$ cat src/rtl/axis_pack2_if.sv
// Stream bundle for the 2:1 width upsizer: narrow input side, wide output side.
// The slave view is the packer itself; the master view is the producer/consumer pair around it.
interface axis_pack2_if #(
  parameter int nb = 40
) ();
  logic [nb-1:0]   in_tdata;
  logic            in_tvalid;
  logic            in_tlast;
  logic            in_tready;
  logic [2*nb-1:0] out_tdata;
  logic [1:0]      out_tkeep;
  logic            out_tlast;
  logic            out_tvalid;
  logic            out_tready;

  modport slave (
    input  in_tdata, in_tvalid, in_tlast, out_tready,
    output in_tready, out_tdata, out_tkeep, out_tlast, out_tvalid
  );

  modport master (
    output in_tdata, in_tvalid, in_tlast, out_tready,
    input  in_tready, out_tdata, out_tkeep, out_tlast, out_tvalid
  );
endinterface

$ cat src/rtl/axis_pack2.sv
// Packs pairs of nb-bit stream beats into 2*nb-bit words, first beat in the low half.
// A packet ending on an odd beat is flushed as a half word with tkeep=2'b01.
//   state   | meaning
//   EMPTY   | no low half held; next accepted beat is a low half
//   HAVE_LO | lo holds the first beat of a pair
module axis_pack2 #(
  parameter  int n  = 5,
  localparam int nb = n * 8
) (
  input logic          clk,
  input logic          reset,
  axis_pack2_if.slave  s
);

  typedef enum logic {EMPTY, HAVE_LO} state_t;

  state_t          state, state_nxt;
  logic [nb-1:0]   lo, lo_nxt;
  logic [2*nb-1:0] data_q, data_nxt;
  logic [1:0]      keep_q, keep_nxt;
  logic            last_q, last_nxt;
  logic            valid_q, valid_nxt;
  logic            ready;
  logic            accept;

  assign ready  = ~reset & (~valid_q | s.out_tready);
  assign accept = s.in_tvalid & ready;

  assign s.in_tready  = ready;
  assign s.out_tdata  = data_q;
  assign s.out_tkeep  = keep_q;
  assign s.out_tlast  = last_q;
  assign s.out_tvalid = valid_q;

  always_comb begin
    state_nxt = state;
    lo_nxt    = lo;
    data_nxt  = data_q;
    keep_nxt  = keep_q;
    last_nxt  = last_q;
    // drain clears valid; a load below overrides it
    valid_nxt = valid_q & ~s.out_tready;
    if (accept) begin
      case (state)
        EMPTY: begin
          if (s.in_tlast) begin
            data_nxt  = {{nb{1'b0}}, s.in_tdata};
            keep_nxt  = 2'b01;
            last_nxt  = 1'b1;
            valid_nxt = 1'b1;
          end else begin
            lo_nxt    = s.in_tdata;
            state_nxt = HAVE_LO;
          end
        end
        HAVE_LO: begin
          data_nxt  = {s.in_tdata, lo};
          keep_nxt  = 2'b11;
          last_nxt  = s.in_tlast;
          valid_nxt = 1'b1;
          state_nxt = EMPTY;
        end
        default: state_nxt = EMPTY;
      endcase
    end
  end

  always_ff @(posedge clk) begin
    if (reset) begin
      state   <= EMPTY;
      lo      <= '0;
      data_q  <= '0;
      keep_q  <= '0;
      last_q  <= 1'b0;
      valid_q <= 1'b0;
    end else begin
      state   <= state_nxt;
      lo      <= lo_nxt;
      data_q  <= data_nxt;
      keep_q  <= keep_nxt;
      last_q  <= last_nxt;
      valid_q <= valid_nxt;
    end
  end

endmodule

$ cat src/flat_wrapper.sv
// flat-port wrapper written by rule: the top's interface ports become plain ports
module axis_pack2_flat 
#(
  parameter  int n  = 5,
  localparam int nb = n * 8
)
  (clk, reset, s_in_tdata, s_in_tvalid, s_in_tlast, s_out_tready, s_in_tready, s_out_tdata, s_out_tkeep, s_out_tlast, s_out_tvalid);
  axis_pack2_if #(.nb(((5) * 8))) s_i ();
  input logic clk;
  input logic reset;
  input wire logic [$bits(s_i.in_tdata)-1:0] s_in_tdata;
  input wire logic [$bits(s_i.in_tvalid)-1:0] s_in_tvalid;
  input wire logic [$bits(s_i.in_tlast)-1:0] s_in_tlast;
  input wire logic [$bits(s_i.out_tready)-1:0] s_out_tready;
  output wire logic [$bits(s_i.in_tready)-1:0] s_in_tready;
  output wire logic [$bits(s_i.out_tdata)-1:0] s_out_tdata;
  output wire logic [$bits(s_i.out_tkeep)-1:0] s_out_tkeep;
  output wire logic [$bits(s_i.out_tlast)-1:0] s_out_tlast;
  output wire logic [$bits(s_i.out_tvalid)-1:0] s_out_tvalid;
  assign s_i.in_tdata = s_in_tdata;
  assign s_i.in_tvalid = s_in_tvalid;
  assign s_i.in_tlast = s_in_tlast;
  assign s_i.out_tready = s_out_tready;
  assign s_in_tready = s_i.in_tready;
  assign s_out_tdata = s_i.out_tdata;
  assign s_out_tkeep = s_i.out_tkeep;
  assign s_out_tlast = s_i.out_tlast;
  assign s_out_tvalid = s_i.out_tvalid;
  axis_pack2 #(.n(n)) u_core (.clk(clk), .reset(reset), .s(s_i));
endmodule
$ cat config.mk
export PLATFORM = sky130hd
export DESIGN_NAME = axis_pack2_flat
export DESIGN_NICKNAME = d
export VERILOG_FILES = /design/src/rtl/axis_pack2_if.sv /design/src/rtl/axis_pack2.sv /design/src/flat_wrapper.sv
export SDC_FILE = /design/constraint.sdc
export NUM_CORES = 1
export LEC_CHECK = 0
export BUFFER_PORTS_ARGS = -buffer_cell sky130_fd_sc_hd__buf_2
export CORE_ASPECT_RATIO = 1.2
export CORE_UTILIZATION = 50
export DETAILED_ROUTE_END_ITERATION = 16
export GPL_ROUTABILITY_DRIVEN = 0
export PLACE_DENSITY = 0.8
export SYNTH_ARGS = -nofsm -noshare
export SYNTH_HDL_FRONTEND = slang
export SYNTH_SLANG_ARGS = --single-unit
$ cat constraint.sdc
create_clock -name clk -period 3.5 [get_ports clk]
set_clock_uncertainty 0.15 [all_clocks]
set_input_delay 0.7 -clock clk [delete_from_list [all_inputs] [get_ports clk]]
set_output_delay 0.7 -clock clk [all_outputs]
set_load 0.01 [all_outputs]
==> out/results.txt <==
Clock sinks: 125
GRT Resource Usage Total: 27.27%
Max clock buf depth: 2
Synthesized netlist cell count: 491
Sequential area share after synthesis: 48.27%
DRT Pass-1 Iters: 5
CTS Buf Count: 17
Fillers: 782
Mux cell area share after synthesis: 7.724%
Ports: 130
Port bufs: 129
Resize count post-CTS: 0
Worst VDD drop: 0.3588 mV
Arrival @ worst endpoint: 2.73 ns
DR iter-0 viols: 415
Diode count: 0
Max Clock Freq: 394.6 MHz
Residual DRC count: 0
Adder-cell share of the synthesized area: 0%
Initial antenna violation count: 0
Final setup vio count: 0
CP max stage cell: inv_1
Post-synthesis sequential element count: 125
Cell Chain, Critical Path: buf_2 > buf_4 > inv_1 > o311ai_0 > nand2_1
Mapped Area: 5184 µm²
Worst setup margin: 0.9659 ns
Cts hold-fix bufs: 0
Post-synthesis xor/xnor area fraction: 0%
CTS Root Cell: clkbuf_16
Netlist cell types: 26
Number of flops mapped to enable cells by yosys: 0
Largest net degree at the start of global routing: 64
RSZ-0062 raised after global routing: no
HPWL after DPL: 8571 µm
First-pass GRT wire length: 22910 µm
Post-DR vias/cell: 6.530
Post-route ant nets: 0
Wire per inst: 20.16 µm
P per Cell Area: 594.7 nW/µm²
Status: complete, no violations
Worst setup SP type: primary input
Most frequent cells in the layout: buf_2 (129), dfxtp_1 (124), nand2_1 (41)
Post-Synth Simple-Gate Area: 8.882%
Htree depth: 4
Critical path class: primary input to flip-flop
Most common cell after layout, fill and taps aside: buf_2
Crit. End Element: flip-flop
CTS tree: built
Total congestion overflow: 0
Row Count: 40
Footprint of the multi-input gates: 2390 µm²
Via Count: 4728
Most common flop cell mapped by yosys: dfxtp_1
Critical path peak fanout: 44
Die X-Extent: 94.95 µm
Vias in the first global route: 4476
Ys Warns: 0
Post-Syn Nets: 536
Hold Violations, Final: 0
Routed WL: 14600 µm
Tightest Pin Transition: 1.260 ns
Initial Util: 51.53%
Max-Cap Viols: 0
CORE AREA: 10060 µm²
Post CTS Setup Buffer Count: 0
CTS clk-pin slew, worst paths: 0.05 ns
Worst-skew pair later-pin latency: 0.42 ns
Die area: 10780 µm²
TNS Setup: 0 ns
Worst hold path type: flip-flop to flip-flop
Crit path buffers/inverters: 3
Slew HR: 15.93%
Die Ht: 113.5 µm
Max incr delay on CP: 0.93 ns
Pre-CTS WS: 0.6338 ns
Synth Area in Compound Gates: 28.87%
Fin crit period: 2.534 ns
FFs w/ async S/R, synth: 0%
CP delay by family, top: buffers and inverters
Fin nets: 630
WP data required: 3.70 ns
Leakage: 2.728 nW
Proportion of layout cells with a drive suffix above 1: 37.12%
Main combinational cell family by area after synthesis: compound AO/OA/AOI/OAI gates
Post-route clock period utilization: 72.40%
Max Slew Vio Count: 0
Register area: 2504 µm²
Syn Area/Cell: 10.56 µm²
Flop2flop setup slack: 1.09 ns
Syn-to-layout area delta: 24.40%
synthesized netlist by cell type, drive strengths merged (3+ instances only):
master,count,area (µm²)
mux2i,40,400.4
a22o,40,350.3
a211oi,40,490.5
nand2,41,153.9
clkbuf,39,146.4
buf,28,170.2
nor2b,3,18.77
a31oi,41,271.5
nand4,40,250.2
o311ai,40,350.3
dfxtp,125,2502
where the power goes:
group | switching, mW | internal, mW | total, mW | leakage, nW
Combinational | 0.250 | 0.140 | 0.390 | 1.42
Sequential | 0.0368 | 1.49 | 1.53 | 1.02
Clock | 0.661 | 1.26 | 1.92 | 0.293
registers in the layout, indices dropped and copies added (netlist names):
signal / count
u_core.s.out_tkeep: 2
u_core.s.out_tlast: 1
u_core.lo: 40
u_core.s.out_tvalid: 1
u_core.state: 1
u_core.s.out_tdata: 80
logic make-up after synthesis:
| kind of cell | after synthesis |
|---|---|
| compound gates | 166 |
| flops | 125 |
| buf+inv | 69 |
| simple gates | 91 |
| mux | 40 |
final cells by class:
class	instances	area share (%)
sequential	125	38.82
multi-input combinational	297	37.06
timing repair buffer	142	11.53
clock buffer	17	6.597
clock inverter	15	3.434
tap	126	2.445
inverter	2	0.1164
worst register-to-register path: stages, from the launching register on:
cell and delay [ns]:
dfxtp_2 0.32, buf_4 0.61, and3_2 0.97, o21ai_0 0.21
path summary, 6_finish.rpt:
| path | start | endpoint | depth (start not counted) |
|---|---|---|---|
| setup / recovery | reset | u_core.lo[20] | 5 |
| hold / removal | u_core.s.out_tdata[53] | u_core.s.out_tdata[53] | 1 |
| setup reg to reg | u_core.state | u_core.s.out_tlast | 3 |
| hold reg to reg | u_core.s.out_tdata[53] | u_core.s.out_tdata[53] | 1 |
per-layer routing:
layer	global-route usage [%]	vias up	wire length (µm)
met5	0	-	0
met3	6.400	49	893
li1	-	2110	-
met4	13.84	0	493
met2	42.83	230	7085
met1	34.69	2339	6124
stage by stage:
stage | std cells | power, mW | util [%] | area (µm²) | hold WS, ns
global route | 724 | 3.945 | 64.10 | 6449 | 0.3425
detailed placement | 692 | 1.936 | 57.67 | 5802 | 0.3119
CTS | 724 | 3.839 | 64.10 | 6449 | 0.3263
floorplan | 491 | 1.799 | - | 5184 | 0.3053
global placement | 692 | 1.918 | 57.67 | 5802 | 0.3055
finish | 724 | 3.835 | 64.10 | 6449 | 0.3217
Power figures use the tool's default switching activity.
